### src/rtl/alu181_seq_engine.sv
// ---------------------------------------------------------------------------
// alu181_seq_engine
//
// Sequenced WIDTH-bit 74181-style ALU. One 4-bit slice is time-shared across
// the word: nibble 0 is processed on the first RUN edge and nibble NIB-1 on
// the last. A registered carry links consecutive nibbles. The result register
// f doubles as an accumulator that can be fed back as operand A.
//
// Handshake: a start pulse seen in IDLE or DONE is accepted on that rising
// edge. busy is high for exactly NIB cycles after acceptance. done is high
// for the one cycle after the commit edge. start while busy is dropped and
// is not queued.
//
// Ports
//   clk        clock, rising edge
//   rst        synchronous active-high reset
//   start      request an operation (sampled in IDLE/DONE only)
//   s, m       74181 function select / mode (1 = logic, 0 = arithmetic)
//   cn         carry into nibble 0, active low (1 = no carry)
//   acc_sel    1: operand A = f register, 0: operand A = input a
//   acc_clr    clear f (and set zero) when not busy
//   a, b       operands
//   busy       nibbles being processed
//   done       one-cycle result-committed pulse
//   f          result / accumulator
//   cn_out     carry out of the final nibble, active low
//   equal      AND of every nibble's A=B output
//   zero       committed f is zero
//   dbg_state  current FSM state (0 IDLE, 1 RUN, 2 DONE)
// ---------------------------------------------------------------------------

// One 4-bit 74181 slice, active-high data.
// w_x / w_y are the two per-bit terms the slice adds in arithmetic mode
// (w_y is always a subset of w_x, so w_y is the generate and w_x is the
// propagate). Logic mode suppresses the carries and inverts the half sum.
module alu181_slice (
  input  logic [3:0] a,
  input  logic [3:0] b,
  input  logic [3:0] s,
  input  logic       m,
  input  logic       cn,
  output logic [3:0] f,
  output logic       cn4,
  output logic       aeqb
);

  logic [3:0] w_x;
  logic [3:0] w_y;
  logic [4:0] w_c;

  assign w_x = a | (b & {4{s[0]}}) | (~b & {4{s[1]}});
  assign w_y = (a & b & {4{s[3]}}) | (a & ~b & {4{s[2]}});

  // Ripple carry, active-high internally.
  assign w_c[0] = ~cn;
  assign w_c[1] = w_y[0] | (w_x[0] & w_c[0]);
  assign w_c[2] = w_y[1] | (w_x[1] & w_c[1]);
  assign w_c[3] = w_y[2] | (w_x[2] & w_c[2]);
  assign w_c[4] = w_y[3] | (w_x[3] & w_c[3]);

  assign f    = m ? ~(w_x ^ w_y) : (w_x ^ w_y ^ w_c[3:0]);
  assign cn4  = ~w_c[4];
  // The A=B pin of the 74181 is the AND of the F outputs.
  assign aeqb = &f;

endmodule

module alu181_seq_engine #(
  parameter int WIDTH = 16
) (
  input  logic             clk,
  input  logic             rst,
  input  logic             start,
  input  logic [3:0]       s,
  input  logic             m,
  input  logic             cn,
  input  logic             acc_sel,
  input  logic             acc_clr,
  input  logic [WIDTH-1:0] a,
  input  logic [WIDTH-1:0] b,
  output logic             busy,
  output logic             done,
  output logic [WIDTH-1:0] f,
  output logic             cn_out,
  output logic             equal,
  output logic             zero,
  output logic [1:0]       dbg_state
);

  localparam int NIB = WIDTH / 4;
  localparam int IW  = (NIB > 1) ? $clog2(NIB) : 1;

  typedef enum logic [1:0] {
    ST_IDLE = 2'd0,
    ST_RUN  = 2'd1,
    ST_DONE = 2'd2
  } state_t;

  state_t           r_state;
  state_t           w_next_state;

  // Captured operation
  logic [WIDTH-1:0] r_opa;
  logic [WIDTH-1:0] r_b;
  logic [3:0]       r_s;
  logic             r_m;
  // Working registers
  logic             r_carry;
  logic [IW-1:0]    r_idx;
  logic             r_eq;
  logic [WIDTH-1:0] r_work;
  // Committed outputs
  logic [WIDTH-1:0] r_f;
  logic             r_cn_out;
  logic             r_equal;
  logic             r_zero;

  logic             w_idle_like;
  logic             w_accept;
  logic             w_last;
  logic [WIDTH-1:0] w_opa_cap;
  logic [3:0]       w_nib_a;
  logic [3:0]       w_nib_b;
  logic [3:0]       w_slice_f;
  logic             w_slice_cn4;
  logic             w_slice_eq;
  logic [WIDTH-1:0] w_work_next;

  assign w_idle_like = (r_state != ST_RUN);
  assign w_accept    = w_idle_like && start;
  assign w_last      = (r_idx == IW'(NIB - 1));

  // A clear issued together with start takes effect first, so a fed-back
  // operand sees zero rather than the old accumulator.
  assign w_opa_cap = acc_sel ? (acc_clr ? '0 : r_f) : a;

  // -------------------------------------------------------------------------
  // FSM: state register
  // -------------------------------------------------------------------------
  always_ff @(posedge clk) begin
    if (rst) begin
      r_state <= ST_IDLE;
    end else begin
      r_state <= w_next_state;
    end
  end

  // FSM: next state
  always_comb begin
    w_next_state = r_state;
    case (r_state)
      ST_IDLE: if (start) w_next_state = ST_RUN;
      ST_RUN:  if (w_last) w_next_state = ST_DONE;
      ST_DONE: w_next_state = start ? ST_RUN : ST_IDLE;
      default: w_next_state = ST_IDLE;
    endcase
  end

  // FSM: outputs
  always_comb begin
    busy      = 1'b0;
    done      = 1'b0;
    dbg_state = r_state;
    case (r_state)
      ST_RUN:  busy = 1'b1;
      ST_DONE: done = 1'b1;
      default: ;
    endcase
  end

  // -------------------------------------------------------------------------
  // Nibble selection for the shared slice
  // -------------------------------------------------------------------------
  always_comb begin
    w_nib_a = '0;
    w_nib_b = '0;
    for (int n = 0; n < NIB; n++) begin
      if (r_idx == IW'(n)) begin
        w_nib_a = r_opa[4*n +: 4];
        w_nib_b = r_b[4*n +: 4];
      end
    end
  end

  alu181_slice u_slice (
    .a    (w_nib_a),
    .b    (w_nib_b),
    .s    (r_s),
    .m    (r_m),
    .cn   (r_carry),
    .f    (w_slice_f),
    .cn4  (w_slice_cn4),
    .aeqb (w_slice_eq)
  );

  // Work register with the current nibble merged in; on the last step this
  // is the complete result.
  always_comb begin
    w_work_next = r_work;
    for (int n = 0; n < NIB; n++) begin
      if (r_idx == IW'(n)) begin
        w_work_next[4*n +: 4] = w_slice_f;
      end
    end
  end

  // -------------------------------------------------------------------------
  // Datapath
  // -------------------------------------------------------------------------
  always_ff @(posedge clk) begin
    if (rst) begin
      r_opa    <= '0;
      r_b      <= '0;
      r_s      <= '0;
      r_m      <= 1'b0;
      r_carry  <= 1'b0;
      r_idx    <= '0;
      r_eq     <= 1'b0;
      r_work   <= '0;
      r_f      <= '0;
      r_cn_out <= 1'b0;
      r_equal  <= 1'b0;
      r_zero   <= 1'b0;
    end else if (w_idle_like) begin
      if (acc_clr) begin
        r_f    <= '0;
        r_zero <= 1'b1;
      end
      if (w_accept) begin
        r_opa   <= w_opa_cap;
        r_b     <= b;
        r_s     <= s;
        r_m     <= m;
        r_carry <= cn;
        r_idx   <= '0;
        r_eq    <= 1'b1;
      end
    end else begin
      r_work  <= w_work_next;
      r_carry <= w_slice_cn4;
      r_eq    <= r_eq & w_slice_eq;
      r_idx   <= r_idx + IW'(1);
      if (w_last) begin
        r_f      <= w_work_next;
        r_cn_out <= w_slice_cn4;
        r_equal  <= r_eq & w_slice_eq;
        r_zero   <= (w_work_next == '0);
      end
    end
  end

  assign f      = r_f;
  assign cn_out = r_cn_out;
  assign equal  = r_equal;
  assign zero   = r_zero;

endmodule

### config.mk
export PLATFORM = sky130hd
export DESIGN_NAME = alu181_seq_engine
export DESIGN_NICKNAME = d
export VERILOG_FILES = /design/src/rtl/alu181_seq_engine.sv
export SDC_FILE = /design/constraint.sdc
export NUM_CORES = 1
export LEC_CHECK = 0
export BUFFER_PORTS_ARGS = -buffer_cell sky130_fd_sc_hd__buf_4
export CAP_MARGIN = 10
export CORE_UTILIZATION = 56
export CTS_BUF_LIST = sky130_fd_sc_hd__clkbuf_4 sky130_fd_sc_hd__clkbuf_8 sky130_fd_sc_hd__clkbuf_16
export DETAILED_ROUTE_END_ITERATION = 7
export GPL_TIMING_DRIVEN = 1
export HOLD_SLACK_MARGIN = 0.12
export PLACE_DENSITY = 0.85
export SLEW_MARGIN = 20
export SYNTH_ARGS = -nofsm -noshare
export SYNTH_HDL_FRONTEND = slang
export SYNTH_SLANG_ARGS = --single-unit
### constraint.sdc
create_clock -name clk -period 3.2 [get_ports clk]
set_clock_uncertainty 0.15 [all_clocks]
set_input_delay 0.96 -clock clk [delete_from_list [all_inputs] [get_ports clk]]
set_output_delay 0.96 -clock clk [all_outputs]
set_load 0.005 [all_outputs]
==> parameters.txt <==
Parameter                              Value

Yosys
  EDFF count, synth    0
  Most area-hungry cell type in the Yosys netlist    sky130_fd_sc_hd__dfxtp_1
  Cell Area, Synth    3780 µm²
  Mean area per synthesized cell    about 8.2 µm²
  Async set or reset register ratio after synthesis    0%
  Count of mapped cells out of synthesis    between 400 and 500
  Yosys top cell area share    41.3%
  Mapped Nets    about 500
  Library cell with the highest instance count after synthesis    sky130_fd_sc_hd__nand2_1
  Primary flip-flop cell chosen by synthesis mapping    sky130_fd_sc_hd__dfxtp_1
  Warning count from the yosys run    0
  Synth top cells by count    sky130_fd_sc_hd__nand2_1 (85), sky130_fd_sc_hd__dfxtp_1 (78), sky130_fd_sc_hd__a21oi_1 (45)
  Number of synthesized register bits    78
  Sequential-to-total area share from yosys stat    approximately 41%
  Post-synth cell types    56
  Main area contributors after synthesis    sky130_fd_sc_hd__dfxtp_1 (41%), sky130_fd_sc_hd__nand2_1 (8.4%), sky130_fd_sc_hd__a21oi_1 (6.0%)

Setup path
  Class of the most critical setup path    reg2reg
  Required time of the critical path    about 3.3 ns
  Type of element capturing the critical path    register
  Worst endpoint data arrival time    roughly 3.2 ns
  Kind of start point of the critical path    register
  Worst-path fanout max    11

Clocking
  Worst skew pair latency    0.35 ns
  CTS clk-pin slew, worst paths    0.08 ns
  Hold bufs inserted after CTS    0
  Number of H-tree branching levels    3
  CTS Buffer Depth    2
  TritonCTS Sinks    78
  Inserted Clock Buffers    9
  TritonCTS clock tree    built
  Clock Tree Root    sky130_fd_sc_hd__clkbuf_8

Place
  DP Wirelength    7000 µm
  Weighted congestion reported at the end of routability-driven placement    0.952
  Number of buffers added on ports    between 60 and 70
  Placed standard-cell area    4300 µm²
  Post-placement worst setup slack    -0.0240 ns

Detailed routing
  Wire length per cell    16.9 µm
  Routed vias/inst    6.00
  Vias post-DR    3578
  DRC marker count from the first detailed-route iteration    215
  Remaining DRCs    6
  Antenna violation net count after detailed routing    0
  Drt pass-1 iters    8
  Wire length reported by the detailed router    10100 µm

Floorplan
  Die Ht    84.2 µm
  Die Wd    84.2 µm
  Initial cell density of the core    58.9%
  Number of placement rows    29
  Full die area    7080 µm²
  Area of the placeable core    6420 µm²
  I/O pin cnt    between 60 and 70

Global routing
  Maximum number of pins on one net before global-route repair    66
  Total global routing track utilization    29.6%
  Number of global-route vias before repair    3356
  Global-route wire length before repair    16400 µm
  GRT overflow    0
  Number of antenna violations at the first check in global routing    0

Status
  Status    finished with violations
  Violated checks    DRC

STA
  Hold violation count in the final report    0
  Transition at the pin with the smallest max-transition slack    between 1 and 1.5 ns
  Worst rel slew slack    between 20 and 30%
  Time the final worst path needs with I/O delays and setup    slightly above 3 ns
  Final count of pins violating max slew    0
  Period utilisation layout    95.0%
  Setup violators final    0
  Min setup slack post-route    0.160 ns
  Fmax    approximately 330 MHz
  Final hold slack    0.307 ns

Min path
  Worst Hold Class    reg2reg

Cells and area
  Antenna Diode Count    0
  Area of all placed cells without fillers    4570 µm²
  Synthesis-to-finish area growth    20.9%
  Nets    561
  Layout cells sized above 1    22.5%

Job
  Number of maximum-capacitance violations    0

Power
  Share of power burned in the clock network    34.9%
  Net switching power    between 0.6 and 0.7 mW
  Internal power contribution    ~1.7 mW
  Sequential power share    45.9%
  Switching share of total power    27.8%
  Worst voltage drop across the vdd grid    410 µV
  Combinational fraction of design power    19.2%
  Power density over cell area    502 nW/µm²
  Reported leakage power    1.77 nW
## stage by stage
stage               total power [mW]  TNS [ns]  utilization (%)  cells
finish                          2.30         0             71.2    596
global route                    2.39   -0.0153             71.2    596
CTS                             2.29         0             70.5    595
detailed placement              1.50   -0.0240             67.0    579
global placement                1.49         0             67.0    579
floorplan                       1.36         0                -    460
## per-layer routing
metal / GRT usage (%) / wire (µm) / vias to the layer above
met5: 0 / 0 / -
met4: 9.25 / 129 / 0
met3: 7.77 / 782 / 14
met2: 46.3 / 4750 / 152
met1: 40.0 / 4410 / 1678
li1: - / - / 1734
## cell usage in the layout (no fill, tap or decap), types with 4 or more instances in the layout
cell / instances
sky130_fd_sc_hd__and2_1: 4
sky130_fd_sc_hd__nand3b_1: 10
sky130_fd_sc_hd__clkbuf_8: 13
sky130_fd_sc_hd__nand2b_1: 9
sky130_fd_sc_hd__buf_4: 77
sky130_fd_sc_hd__nand2_1: 85
sky130_fd_sc_hd__nand3_1: 13
sky130_fd_sc_hd__o31ai_1: 6
sky130_fd_sc_hd__nor2b_1: 16
sky130_fd_sc_hd__mux2i_1: 16
sky130_fd_sc_hd__o21ai_0: 11
sky130_fd_sc_hd__nor3_1: 12
sky130_fd_sc_hd__a21oi_1: 45
sky130_fd_sc_hd__a311oi_1: 20
sky130_fd_sc_hd__dfxtp_1: 77
sky130_fd_sc_hd__nor2_1: 32
sky130_fd_sc_hd__inv_1: 11
sky130_fd_sc_hd__ha_2: 4
## worst paths after layout
path	start	end	slack, ns	cells after the start
min reg2reg	r_work[14]$_SDFFE_PP0P_	r_work[14]$_SDFFE_PP0P_	0.31	2
max reg2reg	r_idx[0]$_SDFFE_PP0P_	r_work[3]$_SDFFE_PP0P_	0.16	11
max	r_idx[0]$_SDFFE_PP0P_	r_work[3]$_SDFFE_PP0P_	0.16	11
min	r_work[14]$_SDFFE_PP0P_	r_work[14]$_SDFFE_PP0P_	0.31	2
## cells by family (layout without fill, tap and decap cells)
| family | Yosys count | after routing | synth area share [%] |
|---|---|---|---|
| mux | 18 | 18 | 4.80 |
| fa+ha+maj | 4 | 4 | 1.32 |
| compound gates | 112 | 112 | 20.6 |
| simple gates | 197 | 197 | 24.8 |
| buf+inv | 47 | 106 | 5.13 |
| xor+xnor | 4 | 4 | 2.12 |
| flops | 78 | 78 | 41.3 |
## area by class of cell
class / count / area [µm²]
clock buffers: 14 / 186
repair buffers: 77 / 578
flip-flops and latches: 78 / 1560
well taps: 77 / 96.3
fillers: 494 / 1850
multi-input cells: 335 / 2060
inverters: 13 / 48.8
clock inverters: 2 / 37.5
## power groups by stage
stage / registers, mW / logic (mW) / clock network (mW)
final: 1.06 / 0.440 / 0.801
after global routing: 1.06 / 0.479 / 0.855
after CTS: 1.05 / 0.429 / 0.808
after global placement: 1.07 / 0.412 / 0
after floorplan: 1.06 / 0.303 / 0
after detailed placement: 1.07 / 0.425 / 0
## flip-flops by register name, summed over array words and instances (netlist names)
signal	flops
r_m	1
r_idx	2
equal	1
zero	1
r_work	16
r_opa	16
r_b	16
cn_out	1
r_s	4
r_carry	1
f	16
r_eq	1
dbg_state	2
## worst max-delay path, stage by stage, from the launching register on
cell                       delay, ns
sky130_fd_sc_hd__dfxtp_2        0.37
sky130_fd_sc_hd__inv_1          0.07
sky130_fd_sc_hd__ha_2           0.25
sky130_fd_sc_hd__nor3b_1        0.17
sky130_fd_sc_hd__a311oi_2       0.35
sky130_fd_sc_hd__mux2i_1        0.33
sky130_fd_sc_hd__nor2_2         0.10
sky130_fd_sc_hd__or3_1          0.37
sky130_fd_sc_hd__a22oi_1        0.22
sky130_fd_sc_hd__xor2_1         0.09
sky130_fd_sc_hd__buf_4          0.19
sky130_fd_sc_hd__a311oi_2       0.27
## what timing repair did
action | in CTS | in global routing
resized for setup | 1 | 9
pin swaps | 0 | 2
setup endpoints to repair | 1 | 15
setup buffers | 0 | 1
Note: power is estimated with default switching activity, not from simulation.
